<file path="config.mk">
export PLATFORM = sky130hd
export DESIGN_NAME = mlp_layer_engine
export DESIGN_NICKNAME = d
export VERILOG_FILES = /design/src/rtl/mlp_layer_engine.sv
export SDC_FILE = /design/constraint.sdc
export NUM_CORES = 2
export LEC_CHECK = 0
export CELL_PAD_IN_SITES_DETAIL_PLACEMENT = 0
export CELL_PAD_IN_SITES_GLOBAL_PLACEMENT = 1
export CORE_MARGIN = 2
export CORE_UTILIZATION = 59
export DETAILED_ROUTE_END_ITERATION = 6
export GPL_ROUTABILITY_DRIVEN = 0
export PLACE_DENSITY = 0.9
export SLEW_MARGIN = 20
export SYNTH_ARGS = -nofsm -noshare
export SYNTH_HDL_FRONTEND = slang
export SYNTH_SLANG_ARGS = --single-unit
</file>
<file path="constraint.sdc">
create_clock -name clk -period 14.9 [get_ports clk]
set_clock_uncertainty 0.15 [all_clocks]
set_input_delay 1.49 -clock clk [delete_from_list [all_inputs] [get_ports clk]]
set_output_delay 1.49 -clock clk [all_outputs]
set_load 0.01 [all_outputs]
</file>
<file path="src/rtl/mlp_layer_engine.sv">
// ---------------------------------------------------------------------------
// mlp_layer_engine
//
// Fully connected neural layer. A byte stream delivers an input count K, then
// K*N_NEURONS signed weights (neuron-major), then any number of K-element
// input vectors. All neurons multiply-accumulate in parallel as each input
// byte arrives. After the last element the accumulators are shifted,
// activated (linear-sat / ReLU-sat / hard-tanh) and streamed out one neuron
// per transfer. Weights stay resident until a reload is requested between
// vectors.
//
// Ports:
//   clk        clock
//   reset      synchronous, active-low reset
//   in_data    stream byte (count, weights, inputs)
//   in_valid   in_data valid
//   in_ready   engine accepts the byte this cycle
//   act_mode   00 linear-sat, 01 ReLU-sat, 10 hard-tanh, 11 linear-sat
//   reload     request a new count and weight load (between vectors only)
//   out_data   activated neuron result, signed
//   out_idx    neuron index of out_data
//   out_valid  result valid
//   out_last   high with the result of neuron N_NEURONS-1
//   out_ready  downstream accepts the result
//   err_len    one-cycle pulse when the count byte is 0 or > MAX_INPUTS
// ---------------------------------------------------------------------------
module mlp_layer_engine #(
  parameter int N_NEURONS  = 4,
  parameter int MAX_INPUTS = 16,
  parameter int DATA_W     = 8,
  parameter int ACC_W      = 20,
  parameter int SHIFT      = 0,
  localparam int IDX_W     = (N_NEURONS > 1) ? $clog2(N_NEURONS) : 1
) (
  input  logic              clk,
  input  logic              reset,
  input  logic [DATA_W-1:0] in_data,
  input  logic              in_valid,
  output logic              in_ready,
  input  logic [1:0]        act_mode,
  input  logic              reload,
  output logic [DATA_W-1:0] out_data,
  output logic [IDX_W-1:0]  out_idx,
  output logic              out_valid,
  output logic              out_last,
  input  logic              out_ready,
  output logic              err_len
);

  // Counter width holds K itself (1..MAX_INPUTS); J_W addresses a weight slot.
  localparam int CNT_W  = $clog2(MAX_INPUTS + 1);
  localparam int J_W    = (MAX_INPUTS > 1) ? $clog2(MAX_INPUTS) : 1;
  localparam int DEPTH  = 1 << J_W;
  localparam int PROD_W = 2 * DATA_W;

  // Saturation bounds expressed in accumulator width so comparisons stay signed.
  localparam logic signed [ACC_W-1:0] SAT_HI  = ACC_W'((1 << (DATA_W - 1)) - 1);
  localparam logic signed [ACC_W-1:0] SAT_LO  = ACC_W'(-(1 << (DATA_W - 1)));
  // Hard-tanh clamps to +/-1.0 in a Q1.(DATA_W-2) reading of the result.
  localparam logic signed [ACC_W-1:0] TANH_HI = ACC_W'(1 << (DATA_W - 2));
  localparam logic signed [ACC_W-1:0] TANH_LO = ACC_W'(-(1 << (DATA_W - 2)));
  localparam logic signed [ACC_W-1:0] ACC_ZERO = {ACC_W{1'b0}};

  typedef enum logic [2:0] {
    S_CNT = 3'd0,
    S_W   = 3'd1,
    S_X   = 3'd2,
    S_ACT = 3'd3,
    S_OUT = 3'd4
  } state_t;

  state_t state;
  state_t state_next;

  logic [CNT_W-1:0]               k;
  logic [CNT_W-1:0]               k_last;
  logic [IDX_W-1:0]               w_n;
  logic [CNT_W-1:0]               w_j;
  logic [CNT_W-1:0]               x_j;
  logic [DATA_W-1:0]              w_mem [N_NEURONS][DEPTH];
  logic signed [ACC_W-1:0]        acc   [N_NEURONS];
  logic [DATA_W-1:0]              res   [N_NEURONS];
  logic [IDX_W-1:0]               idx_next;

  logic in_fire;
  logic out_fire;
  logic cnt_bad;
  logic w_last;
  logic x_last;
  logic idx_last;
  logic reload_take;

  // Signed w*x product, sign-extended into the accumulator width.
  function automatic logic signed [ACC_W-1:0] mac_term(
    input logic [DATA_W-1:0] w,
    input logic [DATA_W-1:0] x
  );
    logic signed [PROD_W-1:0] p;
    p = $signed(w) * $signed(x);
    return ACC_W'(p);
  endfunction

  // Shift then clamp an accumulator into the DATA_W result range for a mode.
  function automatic logic [DATA_W-1:0] activate(
    input logic signed [ACC_W-1:0] a,
    input logic [1:0]              mode
  );
    logic signed [ACC_W-1:0] v;
    logic signed [ACC_W-1:0] lo;
    logic signed [ACC_W-1:0] hi;
    logic [DATA_W-1:0]       r;
    v = a >>> SHIFT;
    case (mode)
      2'b01: begin
        lo = ACC_ZERO;
        hi = SAT_HI;
      end
      2'b10: begin
        lo = TANH_LO;
        hi = TANH_HI;
      end
      default: begin
        lo = SAT_LO;
        hi = SAT_HI;
      end
    endcase
    if (v > hi) begin
      r = hi[DATA_W-1:0];
    end else if (v < lo) begin
      r = lo[DATA_W-1:0];
    end else begin
      r = v[DATA_W-1:0];
    end
    return r;
  endfunction

  assign in_fire  = in_valid && in_ready;
  assign out_fire = out_valid && out_ready;
  assign k_last   = k - CNT_W'(1);
  assign cnt_bad  = (in_data == {DATA_W{1'b0}}) || (32'(in_data) > 32'(MAX_INPUTS));
  assign w_last   = (w_n == IDX_W'(N_NEURONS - 1)) && (w_j == k_last);
  assign x_last   = (x_j == k_last);
  assign idx_last = (out_idx == IDX_W'(N_NEURONS - 1));
  assign idx_next = out_idx + IDX_W'(1);
  // A reload only lands between vectors: in S_X before any element is taken.
  assign reload_take = (state == S_X) && reload && (x_j == {CNT_W{1'b0}});

  // State register.
  always_ff @(posedge clk) begin
    if (!reset) begin
      state <= S_CNT;
    end else begin
      state <= state_next;
    end
  end

  // Next-state decode.
  always_comb begin
    state_next = state;
    case (state)
      S_CNT: begin
        if (in_fire && !cnt_bad) begin
          state_next = S_W;
        end else begin
          state_next = S_CNT;
        end
      end
      S_W: begin
        if (in_fire && w_last) begin
          state_next = S_X;
        end else begin
          state_next = S_W;
        end
      end
      S_X: begin
        if (reload_take) begin
          state_next = S_CNT;
        end else if (in_fire && x_last) begin
          state_next = S_ACT;
        end else begin
          state_next = S_X;
        end
      end
      S_ACT: begin
        state_next = S_OUT;
      end
      S_OUT: begin
        if (out_fire && idx_last) begin
          state_next = S_X;
        end else begin
          state_next = S_OUT;
        end
      end
      default: begin
        state_next = S_CNT;
      end
    endcase
  end

  // Input-side ready: held low in reset and on the cycle a reload is honoured.
  always_comb begin
    in_ready = 1'b0;
    if (!reset) begin
      in_ready = 1'b0;
    end else begin
      case (state)
        S_CNT:   in_ready = 1'b1;
        S_W:     in_ready = 1'b1;
        S_X:     in_ready = !(reload && (x_j == {CNT_W{1'b0}}));
        default: in_ready = 1'b0;
      endcase
    end
  end

  // Weight storage; contents are not reset, only overwritten by a load.
  always_ff @(posedge clk) begin
    if (reset && (state == S_W) && in_fire) begin
      w_mem[w_n][w_j[J_W-1:0]] <= in_data;
    end else begin
      w_mem <= w_mem;
    end
  end

  // Counters, accumulators, activation results and the output register stage.
  always_ff @(posedge clk) begin
    if (!reset) begin
      k         <= {CNT_W{1'b0}};
      w_n       <= {IDX_W{1'b0}};
      w_j       <= {CNT_W{1'b0}};
      x_j       <= {CNT_W{1'b0}};
      err_len   <= 1'b0;
      out_valid <= 1'b0;
      out_last  <= 1'b0;
      out_data  <= {DATA_W{1'b0}};
      out_idx   <= {IDX_W{1'b0}};
      for (int n = 0; n < N_NEURONS; n++) begin
        acc[n] <= ACC_ZERO;
        res[n] <= {DATA_W{1'b0}};
      end
    end else begin
      err_len <= 1'b0;
      case (state)
        S_CNT: begin
          if (in_fire) begin
            if (cnt_bad) begin
              err_len <= 1'b1;
            end else begin
              k   <= CNT_W'(in_data);
              w_n <= {IDX_W{1'b0}};
              w_j <= {CNT_W{1'b0}};
            end
          end
        end
        S_W: begin
          if (in_fire) begin
            // Walk w[n][0..K-1] then move to the next neuron.
            if (w_j == k_last) begin
              w_j <= {CNT_W{1'b0}};
              w_n <= w_n + IDX_W'(1);
            end else begin
              w_j <= w_j + CNT_W'(1);
            end
            if (w_last) begin
              x_j <= {CNT_W{1'b0}};
              for (int n = 0; n < N_NEURONS; n++) begin
                acc[n] <= ACC_ZERO;
              end
            end
          end
        end
        S_X: begin
          if (in_fire) begin
            for (int n = 0; n < N_NEURONS; n++) begin
              acc[n] <= acc[n] + mac_term(w_mem[n][x_j[J_W-1:0]], in_data);
            end
            x_j <= x_j + CNT_W'(1);
          end
        end
        S_ACT: begin
          // act_mode is only looked at here; neuron 0 goes straight to the port.
          for (int n = 0; n < N_NEURONS; n++) begin
            res[n] <= activate(acc[n], act_mode);
          end
          out_data  <= activate(acc[0], act_mode);
          out_idx   <= {IDX_W{1'b0}};
          out_valid <= 1'b1;
          out_last  <= (N_NEURONS == 1);
        end
        S_OUT: begin
          if (out_fire) begin
            if (idx_last) begin
              out_valid <= 1'b0;
              out_last  <= 1'b0;
              x_j       <= {CNT_W{1'b0}};
              for (int n = 0; n < N_NEURONS; n++) begin
                acc[n] <= ACC_ZERO;
              end
            end else begin
              out_idx  <= idx_next;
              out_data <= res[idx_next];
              out_last <= (idx_next == IDX_W'(N_NEURONS - 1));
            end
          end
        end
        default: begin
          err_len <= 1'b0;
        end
      endcase
    end
  end

endmodule

</file>
# ---- Word level (Yosys, flattened, before mapping)
# Memories as Yosys holds them, arrays and structs flattened.
# Index checks and enable logic that the tools add are counted.
dict set report totals {
  ram_bits 112
  reg_bits 545
  output_inout_bits 14
  elab_cells 285
  n_memories 2
  input_bits 15
}
# memory depth width read_ports rd_clocked_by_memory_dff wr line
set memory_table {}
lappend memory_table {acc 4 20 4 0 4 81} ;# logic signed [ACC_W-1:0] acc [N_NEURONS];
lappend memory_table {res 4 8 1 0 4 82} ;# logic [DATA_W-1:0] res [N_NEURONS];
dict set report classes {
  addsub 9
  multipliers 4
  n_eq_ne 20
  bitwise_logic 20
  reduce_logical 32
  magnitude_cmp 14
  muxes 110
}
# cell n
set ops {}
lappend ops {{bitwise mux 512 bit} 1}
lappend ops {{two-way mux 20 bit} 16}
lappend ops {{demux 128 bit (select 2 bit)} 1}
lappend ops {{two-way mux 8 bit} 31}
lappend ops {{binary-select mux 8 bit (select 4 bit)} 4}
lappend ops {{two-way mux 128 bit} 1}
lappend ops {{adder 20 x 16 -> 20 bit} 4}
lappend ops {{greater-than comparator 20 bit} 4}
lappend ops {{less-than comparator 20 bit} 4}
lappend ops {{multiplier 8 x 8 -> 16 bit} 4}
lappend ops {{two-way mux 5 bit} 9}
lappend ops {{one-hot mux 20 bit (2 select lines)} 1}
lappend ops {{demux 8 bit (select 4 bit)} 1}
lappend ops {{two-way mux 1 bit} 26}
lappend ops {{inequality test 2 bit (second input constant)} 9}
lappend ops {{two-way mux 2 bit} 8}
lappend ops {{bitwise OR 1 bit} 16}
lappend ops {{one-hot mux 8 bit (2 select lines)} 1}
lappend ops {{one-hot mux 3 bit (5 select lines)} 1}
lappend ops {{one-hot mux 5 bit (3 select lines)} 1}
lappend ops {{logical AND 1 bit} 14}
lappend ops {{AND reduction 3 bit} 4}
lappend ops {{adder 5 x 1 -> 5 bit (second input constant)} 2}
lappend ops {{== test 5 bit} 2}
lappend ops {{other kinds (32)} 44}

# ---- Longest topological paths before layout
dict set report depth {
  depth_word 13
  mapped_depth 26
  mapped_depth_nobuf 23
}

# ---- Worst setup path before layout
# OpenSTA, ideal clock, no wires.
dict set report synth_timing {
  kind {reg-to-reg}
  start {reg x_j[0]}
  end {mem acc[1][19] (netlist: acc[0][39])}
  t_arrival_ns 6.597
  setup_slack_ns 8.034
  path_stages_with_launch 23
  synth_period_minus_slack_ns 6.866
  setup_ns 0.120
  n_path_buf 3
  required_ns 14.630
  path_cell_list {dfxtp_1 > clkbuf_1 > buf_2 > buf_2 > mux4_2 > mux4_2 > and2_1 > fa_1 > inv_1 > fa_1 > inv_1 > fa_1 > fa_1 > fa_1 > ha_1 > o21ai_0 > nor3_1 > o31ai_1 > o211ai_1 > a221oi_1 > xnor2_1 > and3_1 > a211o_1}
}
# item line
set synth_lines {}
lappend synth_lines {{start, declared} 79} ;# logic [CNT_W-1:0] x_j;
lappend synth_lines {{start signal, assigned} 230} ;# x_j <= {CNT_W{1'b0}};
lappend synth_lines {{start signal, assigned} 264} ;# x_j <= {CNT_W{1'b0}};
lappend synth_lines {{start signal, assigned} 276} ;# x_j <= x_j + CNT_W'(1);
lappend synth_lines {{end, declared} 81}

==> metrics.cfg <==
[outcome]
status=finished clean

[sta]
timing.final.crit_share_pct=57.3
drv_slew=0
setup_ws_ns=6.37
slew_headroom_pct=23.7
finalHoldViolations=0
setup_violations=0
fin_crit_ns=8.53
max_freq_ghz=0.117
rsz0062_at_grt=no
holdWs_ns=0.358
tns_ns=0
worstMarginPinSlew_ns=1.14

[logic_synthesis]
synth-async-reset-ratio_pct=0
synth-edff-count=564
avgSynthCellArea_um2=13.7
ys_types=69
synth_nets=3643
mappedNetlistArea_mm2=0.0413
synthXorXnorAreaFrac_pct=2.01
synth-compound-area-share_pct=5.56
synth-seq-cells=657
synthAdderAreaFrac_pct=25.3
ys.flop_type=edfxtp_1
yosys_warnings=0
synth.mux.area_fraction_pct=9.54
yosys.area_share.simple_pct=7.52
syn_inst=3003
ys_seq_area_share_pct=45.5
synth_top_family_by_area=adder cells

[setup_path]
crit_path_end_kind=register
crit_required_ns=15.25
cp-start-kind=register
critPathMaxFanout=48
critPathKind=reg -> reg
worstPathArrival_ns=8.88

[grt]
antenna_found_initial=3
grt_util_all_layers_pct=28.4
grt_pass1_vias=26300
grt_max_degree=75
grt_pass1_wl_um=154000
grt_overflow_total=0

[place]
dp.cells=3890
placed_cell_area_mm2=0.0425
io_buffer_count=28
dp_slack_ns=6.33
post-dp-hpwl_um=64400

[route]
dr.pass1.iters=6
top_layer=met4
first_iter_violations=2193
route.detailed.drc=0
wl_per_cell_um=24.2
vias=24500
m1WireLength_um=38700
wl_met3_um=7370
routed_wl_um=97000
route.met2.wl_um=47800
via_per_inst=6.11
antenna_left=0

[clock_network]
path_clk_slew_ns=0.06
clock_path_buffers=3
cts_buffers=69
cts_tree=done
post-cts-setup-buffers=0
ctsHoldBuffers=0
cts_sinks=657
h-tree-depth=3
ctsRootBufferMaster=clkbuf_16
ctsResizeCount=0
clock_latency_ns=0.62

[power_and_ir_drop]
pwr-share-seq_pct=38.9
p_per_area_mw_per_mm2=115
clkPwrFrac_pct=35.0
combPwrFrac_pct=26.1
power_switching_mw=1.49
peakVddDrop_uv=73.0
p_total_mw=5.15
power.leakage_nw=17.7
internal_power_mw=3.66
p_sw_share_pct=29.0

[floorplanning]
ios=29
core.rowCount=96
die_w_um=269
start_util_pct=59.9
fp.dieArea_mm2=0.0721
core_area_mm2=0.0689
die_y_um=269

[layout]
utilization_pct=65.0
final_nets=3670
n_fill_cell=4852
drive_gt1_share_pct=10.5
fin_area_mm2=0.0448
area_growth_pct=8.60
final_cell_count_no_fill=4014

[run]
max_cap_viol_count=0

[min_path]
hold_path.class=reg -> reg

-- cell usage in the layout (no fill, tap or decap), types with 45 or more instances in the layout --
cell and n:
edfxtp_1 564, inv_1 378, fa_1 352, ha_1 273, nor2_1 183, mux4_2 168, and2_1 151, nand2_1 149
dfxtp_1 89, a21oi_1 73, clkbuf_16 69, xnor2_1 67, a21o_1 45
-- Yosys cell counts, types with 4 or more instances --
master    instances  area [um^2]
xor2_1           26          228
a211oi_1         20          150
o21ai_0          44          220
and3_1            4         25.0
nand2b_1         12         75.1
nor2b_1          25          156
dfxtp_1          93         1860
and2_1          151          945
o21ai_1           4         20.0
ha_1            273         3420
a21oi_1          73          365
o21a_1           24          180
o31ai_1          20          150
nor3_1           21          105
mux4_2          168         3780
fa_1            352         7050
or3_1            15         93.8
buf_1             9         33.8
edfxtp_1        564        16900
nand2_1         149          559
a31oi_1           8         50.1
o22ai_1           8         50.1
o211ai_1         12         90.1
a21boi_0          4         30.0
a21o_1           45          338
nand4_1          18          113
nand3_1          17         85.1
inv_1           379         1420
clkbuf_1         60          225
o21bai_1          7         52.6
xnor2_1          67          587
mux2i_1          12          120
a211o_1           5         43.8
a22o_1           36          315
buf_2            25          125
nor2_1          184          691
nor4_1           14         87.6
buf_6             4         45.0
-- power by group through the flow --
stage / clock [mW] / sequential, mW / combinational (mW)
2_1_floorplan: 0 / 2.04 / 1.04
3_3_place_gp: 0 / 2.04 / 1.28
3_5_place_dp: 0 / 2.04 / 1.32
4_1_cts: 1.82 / 2.00 / 1.34
5_1_grt: 1.88 / 2.00 / 1.53
6_report: 1.80 / 2.00 / 1.34
-- sequential cells by signal, summed over array words and instances, names as in the netlist, 3 cells and up --
signal,count
w_j,5
state,3
w_mem,512
res,32
k,5
acc,80
x_j,5
out_data,8
-- path summary, 6_finish.rpt --
check	start	endpoint	slack, ns	depth (start not counted)
max reg2reg	x_j[0]	acc[0][59]	6.37	21
min reg2reg	out_last	out_last	0.36	2
min	out_last	out_last	0.36	2
max	x_j[0]	acc[0][59]	6.37	21
-- per-layer routing --
metal / GRT usage, % / vias to the layer above
li1: - / 10700
met1: 37.9 / 12500
met2: 47.0 / 1142
met3: 5.57 / 234
met4: 9.58 / 0
met5: 0 / -
-- cells by family (layout without fill, tap and decap cells) --
kind of cell	Yosys count	in the layout
flip-flops	657	657
adder cells (fa/ha/maj)	625	625
buffers and inverters	478	557
multiplexers	183	183
AO/OA/AOI/OAI	335	335
XOR/XNOR	94	94
other	0	1
AND/OR/NAND/NOR	631	631
-- critical path: stages (launching register included) --
cell and delay [ns]:
dfxtp_4 0.48, buf_4 0.83, buf_4 0.73, mux4_2 0.61, mux4_2 0.57, and2_1 0.50, inv_1 0.19, fa_1 0.42
inv_1 0.08, fa_1 0.44, fa_1 0.57, fa_1 0.43, fa_1 0.46, ha_1 0.31, o21ai_0 0.08, nor2_1 0.09
o21ai_0 0.31, o21ai_0 0.22, a311oi_1 0.43, a21oi_1 0.14, xnor2_1 0.14, a22o_1 0.17
-- area by class of cell --
cell class / count / area [um^2] / share of cell area (%)
well taps: 931 / 1160 / 2.60
multi-input cells: 1868 / 20600 / 46.0
diodes: 1 / 2.50 / 0.00558
repair buffers: 54 / 448 / 0.999
clock buffers: 81 / 1790 / 4.00
inverters: 380 / 1430 / 3.18
flip-flops and latches: 657 / 18800 / 42.0
clock inverters: 42 / 557 / 1.24
(Power assumes the default switching activity.)
